`config.mk`:
```
export PLATFORM = sky130hd
export DESIGN_NAME = regfile_wb_arbiter
export DESIGN_NICKNAME = d
export VERILOG_FILES = /design/src/rtl/regfile_wb_arbiter.sv
export SDC_FILE = /design/constraint.sdc
export NUM_CORES = 1
export LEC_CHECK = 0
export BUFFER_PORTS_ARGS = -buffer_cell sky130_fd_sc_hd__buf_2
export CORE_UTILIZATION = 60
export CTS_CLUSTER_DIAMETER = 50
export DETAILED_ROUTE_END_ITERATION = 8
export HOLD_SLACK_MARGIN = 0.06
export PLACE_DENSITY = 0.95
export SLEW_MARGIN = 20
export SYNTH_ARGS = -nofsm -noshare
export SYNTH_HDL_FRONTEND = slang
export SYNTH_SLANG_ARGS = --single-unit
```
`constraint.sdc`:
```
create_clock -name clk -period 7.1 [get_ports clk]
set_input_delay 0.355 -clock clk [delete_from_list [all_inputs] [get_ports clk]]
set_output_delay 0.355 -clock clk [all_outputs]
set_load 0.01 [all_outputs]
```
`src/rtl/regfile_wb_arbiter.sv`:
```
// regfile_wb_arbiter: shares the single RegisterFile write port between two
// writeback requesters (port 0 = ALU, port 1 = load / long-latency unit).
// Each requester feeds its own DEPTH-entry FIFO, and one buffered write per
// cycle is issued onto regWrite/waddress/wdata.
// Optional feature macro: WB_ARB_ROUND_ROBIN_EN
//   defined   -> round-robin between the ports under contention
//   undefined -> fixed priority, port 0 always wins contention
module regfile_wb_arbiter #(
  parameter int unsigned DEPTH = 2,
  parameter int unsigned XLEN  = 32,
  parameter int unsigned AW    = 5
) (
  input  logic                             clk,
  input  logic                             rst,
  input  logic                             req0_valid,
  output logic                             req0_ready,
  input  logic [AW-1:0]                    req0_addr,
  input  logic [XLEN-1:0]                  req0_data,
  input  logic                             req1_valid,
  output logic                             req1_ready,
  input  logic [AW-1:0]                    req1_addr,
  input  logic [XLEN-1:0]                  req1_data,
  output logic                             regWrite,
  output logic [AW-1:0]                    waddress,
  output logic [XLEN-1:0]                  wdata,
  output logic [$clog2(2*DEPTH+1)-1:0]     pend_cnt,
  output logic                             idle
);

  localparam int unsigned NP = 2;
  localparam int unsigned PW = $clog2(DEPTH);
  localparam int unsigned CW = $clog2(DEPTH + 1);
  localparam int unsigned TW = $clog2(2*DEPTH + 1);

  // Per-port request gathering so both FIFOs share one description.
  logic [NP-1:0]   in_valid;
  logic [NP-1:0]   in_ready;
  logic [AW-1:0]   in_addr [NP];
  logic [XLEN-1:0] in_data [NP];

  // FIFO storage and bookkeeping.
  logic [AW-1:0]   addr_mem [NP][DEPTH];
  logic [XLEN-1:0] data_mem [NP][DEPTH];
  logic [PW-1:0]   rd_ptr   [NP];
  logic [PW-1:0]   wr_ptr   [NP];
  logic [CW-1:0]   cnt      [NP];
  logic [CW-1:0]   cnt_nxt  [NP];
  logic [NP-1:0]   full;
  logic [NP-1:0]   empty;
  logic [NP-1:0]   push;
  logic [NP-1:0]   pop;

  // Head-of-FIFO view and grant.
  logic [AW-1:0]   head_addr [NP];
  logic [XLEN-1:0] head_data [NP];
  logic [NP-1:0]   gnt;

  assign in_valid   = {req1_valid, req0_valid};
  assign in_addr[0] = req0_addr;
  assign in_addr[1] = req1_addr;
  assign in_data[0] = req0_data;
  assign in_data[1] = req1_data;

  // Ready depends only on fullness; no bypass of a popping full FIFO.
  always_comb begin
    full     = '0;
    empty    = '0;
    in_ready = '0;
    push     = '0;
    for (int i = 0; i < NP; i++) begin
      full[i]     = (cnt[i] == CW'(DEPTH));
      empty[i]    = (cnt[i] == '0);
      in_ready[i] = !full[i] && !rst;
      // Writes to x0 complete the handshake but are never enqueued.
      push[i]     = in_valid[i] && in_ready[i] && (in_addr[i] != '0);
    end
  end

  assign req0_ready = in_ready[0];
  assign req1_ready = in_ready[1];

  // Head entry of each FIFO.
  always_comb begin
    for (int i = 0; i < NP; i++) begin
      head_addr[i] = addr_mem[i][rd_ptr[i]];
      head_data[i] = data_mem[i][rd_ptr[i]];
    end
  end

`ifdef WB_ARB_ROUND_ROBIN_EN
  // Port granted most recently; reset value lets port 0 win first.
  logic last_gnt;

  // Contention goes to the port not granted last.
  always_comb begin
    gnt = '0;
    if (!empty[0] && !empty[1]) begin
      gnt = last_gnt ? 2'b01 : 2'b10;
    end else if (!empty[0]) begin
      gnt = 2'b01;
    end else if (!empty[1]) begin
      gnt = 2'b10;
    end
  end

  // Track the last grant, contended or not.
  always_ff @(posedge clk) begin
    if (rst) begin
      last_gnt <= 1'b1;
    end else if (|gnt) begin
      last_gnt <= gnt[1];
    end
  end
`else
  // Fixed priority: port 1 only when FIFO 0 is empty.
  always_comb begin
    gnt = '0;
    if (!empty[0]) begin
      gnt = 2'b01;
    end else if (!empty[1]) begin
      gnt = 2'b10;
    end
  end
`endif

  assign pop = gnt;

  // Next occupancy: simultaneous push and pop leaves the count unchanged.
  always_comb begin
    for (int i = 0; i < NP; i++) begin
      cnt_nxt[i] = cnt[i];
      case ({push[i], pop[i]})
        2'b10:   cnt_nxt[i] = cnt[i] + CW'(1);
        2'b01:   cnt_nxt[i] = cnt[i] - CW'(1);
        default: cnt_nxt[i] = cnt[i];
      endcase
    end
  end

  // FIFO payload storage; contents are don't-care while the FIFO is empty.
  always_ff @(posedge clk) begin
    for (int i = 0; i < NP; i++) begin
      if (push[i]) begin
        addr_mem[i][wr_ptr[i]] <= in_addr[i];
        data_mem[i][wr_ptr[i]] <= in_data[i];
      end
    end
  end

  // FIFO pointers and counts; pointers wrap naturally since DEPTH is 2^PW.
  always_ff @(posedge clk) begin
    if (rst) begin
      for (int i = 0; i < NP; i++) begin
        rd_ptr[i] <= '0;
        wr_ptr[i] <= '0;
        cnt[i]    <= '0;
      end
    end else begin
      for (int i = 0; i < NP; i++) begin
        if (push[i]) begin
          wr_ptr[i] <= wr_ptr[i] + PW'(1);
        end
        if (pop[i]) begin
          rd_ptr[i] <= rd_ptr[i] + PW'(1);
        end
        cnt[i] <= cnt_nxt[i];
      end
    end
  end

  // RegisterFile write port; address/data hold when nothing is granted.
  always_ff @(posedge clk) begin
    if (rst) begin
      regWrite <= 1'b0;
      waddress <= '0;
      wdata    <= '0;
    end else begin
      regWrite <= |gnt;
      if (gnt[1]) begin
        waddress <= head_addr[1];
        wdata    <= head_data[1];
      end else if (gnt[0]) begin
        waddress <= head_addr[0];
        wdata    <= head_data[0];
      end
    end
  end

  // Registered occupancy total and idle flag, tracking the FIFO registers.
  always_ff @(posedge clk) begin
    if (rst) begin
      pend_cnt <= '0;
      idle     <= 1'b1;
    end else begin
      pend_cnt <= TW'(cnt_nxt[0]) + TW'(cnt_nxt[1]);
      idle     <= (cnt_nxt[0] == '0) && (cnt_nxt[1] == '0) && !(|gnt);
    end
  end

endmodule

```
## Yosys cells after proc, flatten, opt, wreduce, memory -nomap -nowiden

Memory sizes are Yosys's and may differ from the RTL's.
Index checks and enable logic that the tools add are counted.

- Register bits: 42
- Bits in latches: 0
- Bits in writable memories: 156
- Memory bits (read-only): 0
- Input bits: 78
- Output and inout bits: 44
- Word-level logic and storage cells: 116
- Memories: 5

Memories:

| memory | words | bits a word | rd ports | clocked after memory_dff | wr ports | line | source |
|---|---|---|---|---|---|---|---|
| data_mem | 2 | 64 | 2 | 0 | 2 | 43 | `logic [XLEN-1:0] data_mem [NP][DEPTH];` |
| addr_mem | 2 | 10 | 2 | 0 | 2 | 42 | `logic [AW-1:0] addr_mem [NP][DEPTH];` |
| cnt | 2 | 2 | 2 | 0 | 2 | 46 | `logic [CW-1:0] cnt [NP];` |
| rd_ptr | 2 | 1 | 2 | 0 | 2 | 44 | `logic [PW-1:0] rd_ptr [NP];` |
| wr_ptr | 2 | 1 | 2 | 0 | 2 | 45 | `logic [PW-1:0] wr_ptr [NP];` |

- $add $sub $neg: 9
- Multiply operators: 0
- Div/mod/pow operators: 0
- Magnitude comparators: 6
- Eq/ne operators: 6
- Shifts and indexed selects: 0
- Mux-type cells: 53
- Bitwise operators: 10
- Reductions and logical operators: 22

Operator list:

| operator | count |
|---|---|
| 2-to-1 mux 32 bit | 10 |
| 2-to-1 mux 64 bit | 2 |
| demux 32 bit (select 1 bit) | 2 |
| 2-to-1 mux 5 bit | 10 |
| 2-to-1 mux 10 bit | 2 |
| 2-to-1 mux 1 bit | 19 |
| demux 5 bit (select 1 bit) | 2 |
| logical AND 1 bit | 10 |
| nonzero test 5 bit | 2 |
| == test 2 bit (second input constant) | 4 |
| greater-or-equal comparator 2 bit (second input constant) | 4 |
| logical NOT 2 bit | 4 |
| 2-to-1 mux 2 bit | 4 |
| inverter 1 -> 2 bit | 4 |
| case mux 2 bit (2 select lines) | 2 |
| bitwise OR 1 bit | 6 |
| adder 1 bit (second input constant) | 4 |
| adder 2 x 1 -> 2 bit (second input constant) | 2 |
| == test 2 x 1 -> 1 bit (second input constant) | 2 |
| logical NOT 1 bit | 4 |
| less-than comparator 2 x 1 -> 1 bit (second input constant) | 2 |
| subtractor 2 x 1 -> 2 bit (second input constant) | 2 |
| adder 2 x 2 -> 3 bit | 1 |
| nonzero test 2 bit | 1 |
| OR reduction 2 bit | 1 |

## Depth between registers and ports, before layout

Gate-level depths: netlist of run 1.

- Depth in word-level cells: 10
- Mapped depth: 10
- Mapped depth without buffers: 9

## Worst setup path before layout of run 1

OpenSTA, ideal clock, no wires.

- Path kind: input -> register
- Start point: input rst
- End point: memory addr_mem[0][10] (netlist bit), enable pin
- Setup time: 0.431 ns
- Arrival time: 2.641 ns
- Path slack: 4.027 ns
- Cell stages on the path: 4
- Cell sequence: clkbuf_1 -> a21oi_1 -> o211ai_1 -> nor2_1

RTL lines:

| element | line | source |
|---|---|---|
| start, declared | 14 | `input logic rst,` |
| end, declared | 42 |  |

==> impl_results.html, run 1 <==
<table>
<tr><th>Metric</th><th>Value</th></tr>
<tr><th colspan="2">Pwr</th></tr>
<tr><td>Total Power</td><td>3.06 mW</td></tr>
<tr><td>Cell leakage power</td><td>between 3 and 4 nW</td></tr>
<tr><td>Part of the power in the clock network</td><td>~28%</td></tr>
<tr><td>Switching Power</td><td>0.889 mW</td></tr>
<tr><td>Portion of total power attributed to combinational logic</td><td>about 23%</td></tr>
<tr><td>Switching power share of the total</td><td>between 20% and 30%</td></tr>
<tr><td>Power Internal</td><td>roughly 2.2 mW</td></tr>
<tr><td>Relative contribution of sequential cells to total power</td><td>between 40% and 50%</td></tr>
<tr><td>Largest vdd supply drop</td><td>about 0.00026 V</td></tr>
<tr><td>Power per Cell Area</td><td>approximately 350 nW/um^2</td></tr>
<tr><th colspan="2">Synth</th></tr>
<tr><td>Netlist area before placement</td><td>between 7000 and 8000 um^2</td></tr>
<tr><td>Gate count after technology mapping</td><td>between 400 and 500</td></tr>
<tr><td>Area fraction of the dominant cell type after synthesis</td><td>around 62%</td></tr>
<tr><td>Yosys reg bits</td><td>a little under 200</td></tr>
<tr><td>Synthesis Warnings</td><td>0</td></tr>
<tr><td>Average cell area after synthesis</td><td>about 17 um^2</td></tr>
<tr><td>Post-synthesis net count</td><td>about 520</td></tr>
<tr><td>Main area contributors after synthesis</td><td>edfxtp_1 (62%), dfxtp_1 (13%), mux2i_1 (10%)</td></tr>
<tr><td>Sequential cell area fraction in the yosys report</td><td>about three quarters</td></tr>
<tr><td>Synth unique cells</td><td>32</td></tr>
<tr><td>Post-synth top area cell</td><td>edfxtp_1</td></tr>
<tr><th colspan="2">Clocking</th></tr>
<tr><td>Htree depth</td><td>4</td></tr>
<tr><td>Number of gates resized after cts</td><td>0</td></tr>
<tr><td>Clock tree from TritonCTS</td><td>built</td></tr>
<tr><td>Maximum root-to-sink buffer count</td><td>2</td></tr>
<tr><td>Number of sinks on the clock net</td><td>198</td></tr>
<tr><td>Number of CTS-inserted buffers</td><td>17</td></tr>
<tr><td>Post-CTS setup buffers</td><td>0</td></tr>
<tr><td>Clock-pin slew on the worst setup and hold paths</td><td>0.07 ns</td></tr>
<tr><td>Worst skew pair latency</td><td>~0.43 ns</td></tr>
<tr><td>Library cell used as clock root buffer</td><td>clkbuf_16</td></tr>
<tr><td>Post-CTS Hold Buffers</td><td>0</td></tr>
<tr><th colspan="2">Job</th></tr>
<tr><td>MaxCap Viol Count</td><td>0</td></tr>
<tr><th colspan="2">Finish</th></tr>
<tr><td>Antenna fix cells</td><td>0</td></tr>
<tr><td>Filler cell count in the final layout</td><td>around 690</td></tr>
<tr><td>Fin nets</td><td>around 640</td></tr>
<tr><td>Fraction of layout cells with a size suffix above 1</td><td>about 28%</td></tr>
<tr><td>Area delta synth-&gt;final</td><td>17.8%</td></tr>
<tr><td>Leading cell type in the layout, fill and taps excluded</td><td>edfxtp_1</td></tr>
<tr><td>Commonest cells after routing, fill and taps aside</td><td>edfxtp_1 (152), buf_2 (121), mux2i_1 (74)</td></tr>
<tr><th colspan="2">Floorplanning</th></tr>
<tr><td>Number of core rows</td><td>40</td></tr>
<tr><td>Total I/O pin count</td><td>~120</td></tr>
<tr><td>DIE HEIGHT</td><td>about 110 um</td></tr>
<tr><td>Starting Density</td><td>about three fifths</td></tr>
<tr><td>CORE AREA</td><td>approximately 12000 um^2</td></tr>
<tr><td>Total die area</td><td>12700 um^2</td></tr>
<tr><td>Chip width</td><td>~110 um</td></tr>
<tr><th colspan="2">STA</th></tr>
<tr><td>Hold slack</td><td>approximately 0.11 ns</td></tr>
<tr><td>Worst slew margin relative to its limit</td><td>roughly a quarter</td></tr>
<tr><td>Tightest Pin Transition</td><td>about 1.1 ns</td></tr>
<tr><td>Total negative slack</td><td>0 ns</td></tr>
<tr><td>Clock Skew</td><td>~0.014 ns</td></tr>
<tr><td>Unrepaired setup endpoints after global routing</td><td>false</td></tr>
<tr><td>Peak Freq</td><td>279 MHz</td></tr>
<tr><td>Final Hold Viols</td><td>0</td></tr>
<tr><td>Final critical delay including setup and external delays</td><td>about 3.6 ns</td></tr>
<tr><td>Final number of max-transition violations</td><td>0</td></tr>
<tr><td>PnR worst setup slack</td><td>between 3 and 4 ns</td></tr>
<tr><td>Period utilisation layout</td><td>50.5%</td></tr>
<tr><td>Number of endpoints failing setup at the final stage</td><td>0</td></tr>
<tr><th colspan="2">Global route</th></tr>
<tr><td>Number of antenna violations at the first check in global routing</td><td>2</td></tr>
<tr><td>Met1 routing resource usage after global routing</td><td>31.0%</td></tr>
<tr><td>Global router's overall resource usage</td><td>between 20% and 30%</td></tr>
<tr><td>Global-route wire length before repair</td><td>between 20 and 25 mm</td></tr>
<tr><td>Met2 global-route usage</td><td>about 43%</td></tr>
<tr><td>Total gr overflow</td><td>0</td></tr>
<tr><td>Largest net degree at the start of global routing</td><td>40</td></tr>
<tr><td>Global routing met3 resource utilization</td><td>under 10%</td></tr>
<tr><td>Number of global-route vias before repair</td><td>between 4000 and 5000</td></tr>
<tr><td>Busiest layer in global routing</td><td>met2</td></tr>
<tr><th colspan="2">Placement</th></tr>
<tr><td>Worst slack after detailed placement</td><td>between 3 and 4 ns</td></tr>
<tr><td>Last weighted congestion value of the routability-driven placer</td><td>around 0.77</td></tr>
<tr><td>Port Buf Inserts</td><td>121</td></tr>
<tr><td>HPWL reported at the end of detailed placement</td><td>9.71 mm</td></tr>
<tr><th colspan="2">Detailed routing</th></tr>
<tr><td>Via-per-instance ratio</td><td>approximately 6</td></tr>
<tr><td>Number of nets with antenna violations after detailed routing</td><td>0</td></tr>
<tr><td>Number of DRC markers in iteration 0</td><td>between 300 and 400</td></tr>
<tr><td>Final routed DRC violation total</td><td>0</td></tr>
<tr><td>Per-cell routed wire length</td><td>roughly 22 um</td></tr>
<tr><td>Total length of routed wires</td><td>between 15 and 20 mm</td></tr>
<tr><td>Via total after detailed routing</td><td>~4300</td></tr>
<tr><td>Pre-antenna DRT Iters</td><td>5</td></tr>
<tr><th colspan="2">Hold path</th></tr>
<tr><td>Class of the worst hold path</td><td>primary input to flop</td></tr>
<tr><td>Cell depth of the worst hold path</td><td>1</td></tr>
<tr><th colspan="2">Setup path</th></tr>
<tr><td>Max FO, Critical Path</td><td>39</td></tr>
<tr><td>Data arrival time at the worst-slack endpoint</td><td>3.88 ns</td></tr>
<tr><td>R2R cell count</td><td>8</td></tr>
<tr><td>Worst setup path category</td><td>flop to flop</td></tr>
<tr><td>Data required time of the critical path</td><td>7.40 ns</td></tr>
<tr><td>Crit path launch type</td><td>flop</td></tr>
<tr><td>Element type at the critical path end</td><td>flop</td></tr>
<tr><th colspan="2">Status</th></tr>
<tr><td>Status</td><td>complete, no violations</td></tr>
</table>
-- cells in the mapped netlist --
cell / count
a21oi_1: 4
a22o_1: 21
a22oi_1: 21
a31o_2: 1
a32o_1: 16
and2_1: 1
and2b_1: 1
buf_2: 9
buf_4: 6
buf_6: 5
clkbuf_1: 6
dfxtp_1: 46
edfxtp_1: 152
fa_1: 1
ha_1: 2
inv_1: 3
inv_2: 1
mux2i_1: 74
nand2_1: 33
nand2b_1: 4
nor2_1: 7
nor2_2: 1
nor2b_1: 7
nor3_1: 2
nor4_4: 1
o211ai_1: 1
o21ai_1: 1
o21ai_2: 1
or3_1: 2
or4_1: 2
xnor2_1: 2
xor2_1: 1
-- path summary, 6_finish.rpt --
| check | start | to | slack [ns] |
|---|---|---|---|
| max reg2reg | cnt[0][1] | pend_cnt[1] | 3.52 |
| max | cnt[0][1] | pend_cnt[1] | 3.52 |
| min | req1_data[16] | data_mem[0][112] | 0.11 |
| min reg2reg | wdata[1] | wdata[1] | 0.47 |
-- stage by stage --
| stage | instance area (um^2) | cells | utilization [%] |
|---|---|---|---|
| after floorplan | 7330 | 435 | - |
| after global routing | 8640 | 716 | 72.2 |
| final | 8640 | 716 | 72.2 |
| after CTS | 8540 | 712 | 71.4 |
| after detailed placement | 8020 | 680 | 67.0 |
| after global placement | 8020 | 680 | 67.0 |
-- power by group through the flow --
| stage | logic, mW | clock network, mW | registers [mW] |
|---|---|---|---|
| 4_1_cts | 0.676 | 0.859 | 1.52 |
| 6_report | 0.688 | 0.853 | 1.52 |
| 5_1_grt | 0.742 | 0.902 | 1.53 |
| 3_3_place_gp | 0.632 | 0 | 1.53 |
| 2_1_floorplan | 0.446 | 0 | 1.53 |
| 3_5_place_dp | 0.664 | 0 | 1.54 |
-- worst max-delay path, stage by stage (launching register included) --
cell and delay, ns:
dfxtp_1 0.38, nor2_2 0.81, o21ai_4 0.54, inv_2 0.43, ha_1 0.33, nor2_1 0.16
xor2_1 0.26, fa_1 0.42, nor2b_1 0.14
-- flip-flops by register name, summed over array words and instances, names as in the netlist --
name,count
data_mem,128
wdata,32
addr_mem,20
waddress,5
cnt,4
pend_cnt,3
rd_ptr,2
wr_ptr,2
idle,1
regWrite,1
-- routing by layer --
metal	share of wire, %	wire length [um]
met4	2.1	320
met3	8.2	1270
met1	38	5950
met2	51	7990
met5	0.051	8
-- logic make-up after synthesis --
logic type / Yosys count / share of synthesized area, %
xor gates and xnor gates: 3 / 0.358
AOI/OAI and AO/OA: 66 / 7.53
DFF: 198 / 74.8
adders and majority gates: 3 / 0.614
muxes: 74 / 10.1
and+or+nand+nor: 61 / 4.06
buffers and inverters: 30 / 2.51
-- layout make-up --
type                            count  area [um^2]  share of cell area (%)
Multi-Input combinational cell    207         1710                    19.8
Timing Repair Buffer              128          731                    8.46
Clock buffer                       27          493                    5.71
Inverter                            4         15.0                   0.174
Tap cell                          147          184                    2.13
Clock inverter                      5         23.8                   0.275
Sequential cell                   198         5490                    63.5
Power figures use the tool's default switching activity.
==> run 2: changes to the inputs <==
- CORE_UTILIZATION: 60 -> 50
- PLACE_DENSITY: 0.95 -> 0.87
- clock period: 7.1 -> 3.06 ns (I/O delays scaled with it)
==> impl_results.html, run 2 (same netlist as run 1, synthesis figures left out) <==
<table>
<tr><th>Metric</th><th>Value</th></tr>
<tr><th colspan="2">Pwr</th></tr>
<tr><td>Power per Cell Area</td><td>slightly below 800 nW/um^2</td></tr>
<tr><td>Total Power</td><td>between 7 and 8 mW</td></tr>
<tr><td>Largest vdd supply drop</td><td>around 0.00084 V</td></tr>
<tr><td>Cell leakage power</td><td>3.68 nW</td></tr>
<tr><th colspan="2">Finish</th></tr>
<tr><td>Leading cell type in the layout, fill and taps excluded</td><td>edfxtp_1</td></tr>
<tr><td>Area delta synth-&gt;final</td><td>29.5%</td></tr>
<tr><td>Commonest cells after routing, fill and taps aside</td><td>edfxtp_1 (152), buf_2 (121), mux2i_1 (74), dlygate4sd3_1 (74), dfxtp_1 (46)</td></tr>
<tr><td>Fraction of layout cells with a size suffix above 1</td><td>between 20% and 30%</td></tr>
<tr><td>Largest register FFs</td><td>128</td></tr>
<tr><td>Fin nets</td><td>716</td></tr>
<tr><td>Antenna fix cells</td><td>0</td></tr>
<tr><th colspan="2">Clocking</th></tr>
<tr><td>Maximum root-to-sink buffer count</td><td>2</td></tr>
<tr><td>Clock tree from TritonCTS</td><td>built</td></tr>
<tr><td>Htree depth</td><td>4</td></tr>
<tr><td>Number of CTS-inserted buffers</td><td>17</td></tr>
<tr><td>Library cell used as clock root buffer</td><td>clkbuf_16</td></tr>
<tr><td>Number of gates resized after cts</td><td>0</td></tr>
<tr><td>Number of sinks on the clock net</td><td>a little under 200</td></tr>
<tr><td>Clock-pin slew on the worst setup and hold paths</td><td>0.06 ns</td></tr>
<tr><td>Worst skew pair latency</td><td>0.43 ns</td></tr>
<tr><th colspan="2">Global route</th></tr>
<tr><td>Total gr overflow</td><td>0</td></tr>
<tr><td>Global-route wire length before repair</td><td>~25 mm</td></tr>
<tr><td>Global router's overall resource usage</td><td>23.4%</td></tr>
<tr><td>Number of global-route vias before repair</td><td>roughly 4800</td></tr>
<tr><td>Number of antenna violations at the first check in global routing</td><td>1</td></tr>
<tr><td>Largest net degree at the start of global routing</td><td>39</td></tr>
<tr><th colspan="2">Detailed routing</th></tr>
<tr><td>Pre-antenna DRT Iters</td><td>4</td></tr>
<tr><td>Via total after detailed routing</td><td>4563</td></tr>
<tr><td>Uppermost routed layer</td><td>met5</td></tr>
<tr><td>Number of DRC markers in iteration 0</td><td>353</td></tr>
<tr><td>Total length of routed wires</td><td>around 17 mm</td></tr>
<tr><td>Via-per-instance ratio</td><td>between 5 and 6</td></tr>
<tr><td>Met1 layer wirelength in the final routing</td><td>about 6.2 mm</td></tr>
<tr><td>Routed length on met2</td><td>about 8.7 mm</td></tr>
<tr><td>Final routed DRC violation total</td><td>0</td></tr>
<tr><td>Number of nets with antenna violations after detailed routing</td><td>0</td></tr>
<tr><td>Per-cell routed wire length</td><td>around 20 um</td></tr>
<tr><td>Routed length on met3</td><td>roughly 1.3 mm</td></tr>
<tr><th colspan="2">Setup path</th></tr>
<tr><td>Data arrival time at the worst-slack endpoint</td><td>roughly 2.9 ns</td></tr>
<tr><td>Max FO, Critical Path</td><td>6</td></tr>
<tr><td>Worst setup path category</td><td>primary input to flop</td></tr>
<tr><td>Slowest library cell on the worst path</td><td>or4_1</td></tr>
<tr><td>Data required time of the critical path</td><td>3.37 ns</td></tr>
<tr><td>Crit path cell chain</td><td>dlygate4sd3_1 &gt; buf_2 &gt; or4_1 &gt; o21ai_1 &gt; or3_1 &gt; nand2_1 &gt; ha_1 &gt; fa_1 &gt; nor2b_1</td></tr>
<tr><td>Largest stage delay, worst path</td><td>0.59 ns</td></tr>
<tr><td>Crit path launch type</td><td>primary input</td></tr>
<tr><td>Element type at the critical path end</td><td>flop</td></tr>
<tr><td>Internal reg-to-reg setup slack</td><td>approximately 0.66 ns</td></tr>
<tr><th colspan="2">STA</th></tr>
<tr><td>Unrepaired setup endpoints after global routing</td><td>false</td></tr>
<tr><td>Period utilisation layout</td><td>a little over four fifths</td></tr>
<tr><td>Final critical delay including setup and external delays</td><td>between 2 and 3 ns</td></tr>
<tr><td>Clock Skew</td><td>0.0114 ns</td></tr>
<tr><td>Number of endpoints failing setup at the final stage</td><td>0</td></tr>
<tr><td>Peak Freq</td><td>slightly below 400 MHz</td></tr>
<tr><td>Hold slack</td><td>around 0.095 ns</td></tr>
<tr><td>Final Hold Viols</td><td>0</td></tr>
<tr><td>Worst slew margin relative to its limit</td><td>between 30% and 40%</td></tr>
<tr><td>Final number of max-transition violations</td><td>0</td></tr>
<tr><td>Tightest Pin Transition</td><td>slightly above 1 ns</td></tr>
<tr><th colspan="2">Floorplanning</th></tr>
<tr><td>Chip width</td><td>about 120 um</td></tr>
<tr><td>Total die area</td><td>approximately 15000 um^2</td></tr>
<tr><td>Number of core rows</td><td>between 40 and 50</td></tr>
<tr><td>CORE AREA</td><td>around 14000 um^2</td></tr>
<tr><td>Total I/O pin count</td><td>122</td></tr>
<tr><td>DIE HEIGHT</td><td>~120 um</td></tr>
<tr><td>Starting Density</td><td>52.0%</td></tr>
<tr><th colspan="2">Status</th></tr>
<tr><td>Status</td><td>complete, no violations</td></tr>
<tr><th colspan="2">Hold path</th></tr>
<tr><td>Class of the worst hold path</td><td>primary input to flop</td></tr>
<tr><th colspan="2">Placement</th></tr>
<tr><td>Last weighted congestion value of the routability-driven placer</td><td>0.824</td></tr>
<tr><td>Port Buf Inserts</td><td>roughly 120</td></tr>
<tr><td>HPWL reported at the end of detailed placement</td><td>9.89 mm</td></tr>
<tr><th colspan="2">Job</th></tr>
<tr><td>MaxCap Viol Count</td><td>0</td></tr>
</table>
==> run 2: cell count changes in the layout (fill, tap and decap cells not counted), sizes merged <==
cell         change
buf              +5
bufinv           +2
clkbuf           -5
clkinv           +2
clkinvlp         +1
dlygate4sd3     +74
==> run 2: path summary, 6_finish.rpt <==
path,start,end,cells after the start
worst max-delay path,req0_addr[0],pend_cnt[1],9
worst min-delay path,req0_valid,cnt[0][0],3
worst max register to register,cnt[0][2],pend_cnt[1],8
worst min register to register,wdata[9],wdata[9],1
==> run 2: worst max-delay path, delay by kind of cell <==
kind            cells  cell delay (ns)
fa+ha+maj           2             0.63
compound gates      1             0.26
simple gates        4             1.18
buf+inv             2             0.67
==> run 2: per-stage QoR <==
step	area [um^2]	setup WS, ns	TNS, ns	instances	util [%]
floorplan	7330	-0.00823	-0.609	435	-
global placement	8150	0.646	0	720	57.8
detailed placement	8150	0.618	0	720	57.8
CTS	9450	0.521	0	826	67.0
global route	9490	0.335	0	828	67.3
finish	9490	0.477	0	828	67.3
==> run 2: cell type report <==
cell class	count	area, um^2
Inverter	4	15.0
Sequential cell	198	5490
Clock inverter	10	105
Clock buffer	22	454
Tap cell	180	225
Fill cell	937	4600
Timing Repair Buffer	207	1500
Multi-Input combinational cell	207	1710
==> run 2: where the power goes <==
group	internal [mW]	switching, mW
Clock	1.22	0.917
Combinational	0.753	0.982
Sequential	3.26	0.205
Total	5.23	2.10
==> run 2: per-layer routing <==
metal  global-route usage, %  vias up
met3                    7.47       28
li1                        -     2087
met5                       0        -
met2                    40.9      218
met1                    26.5     2228
met4                    9.79        2
==> run 2: repair_timing <==
action	CTS	global route
setup buffers	0	0
endpoints found under the hold margin	148	0
hold buffers	74	0
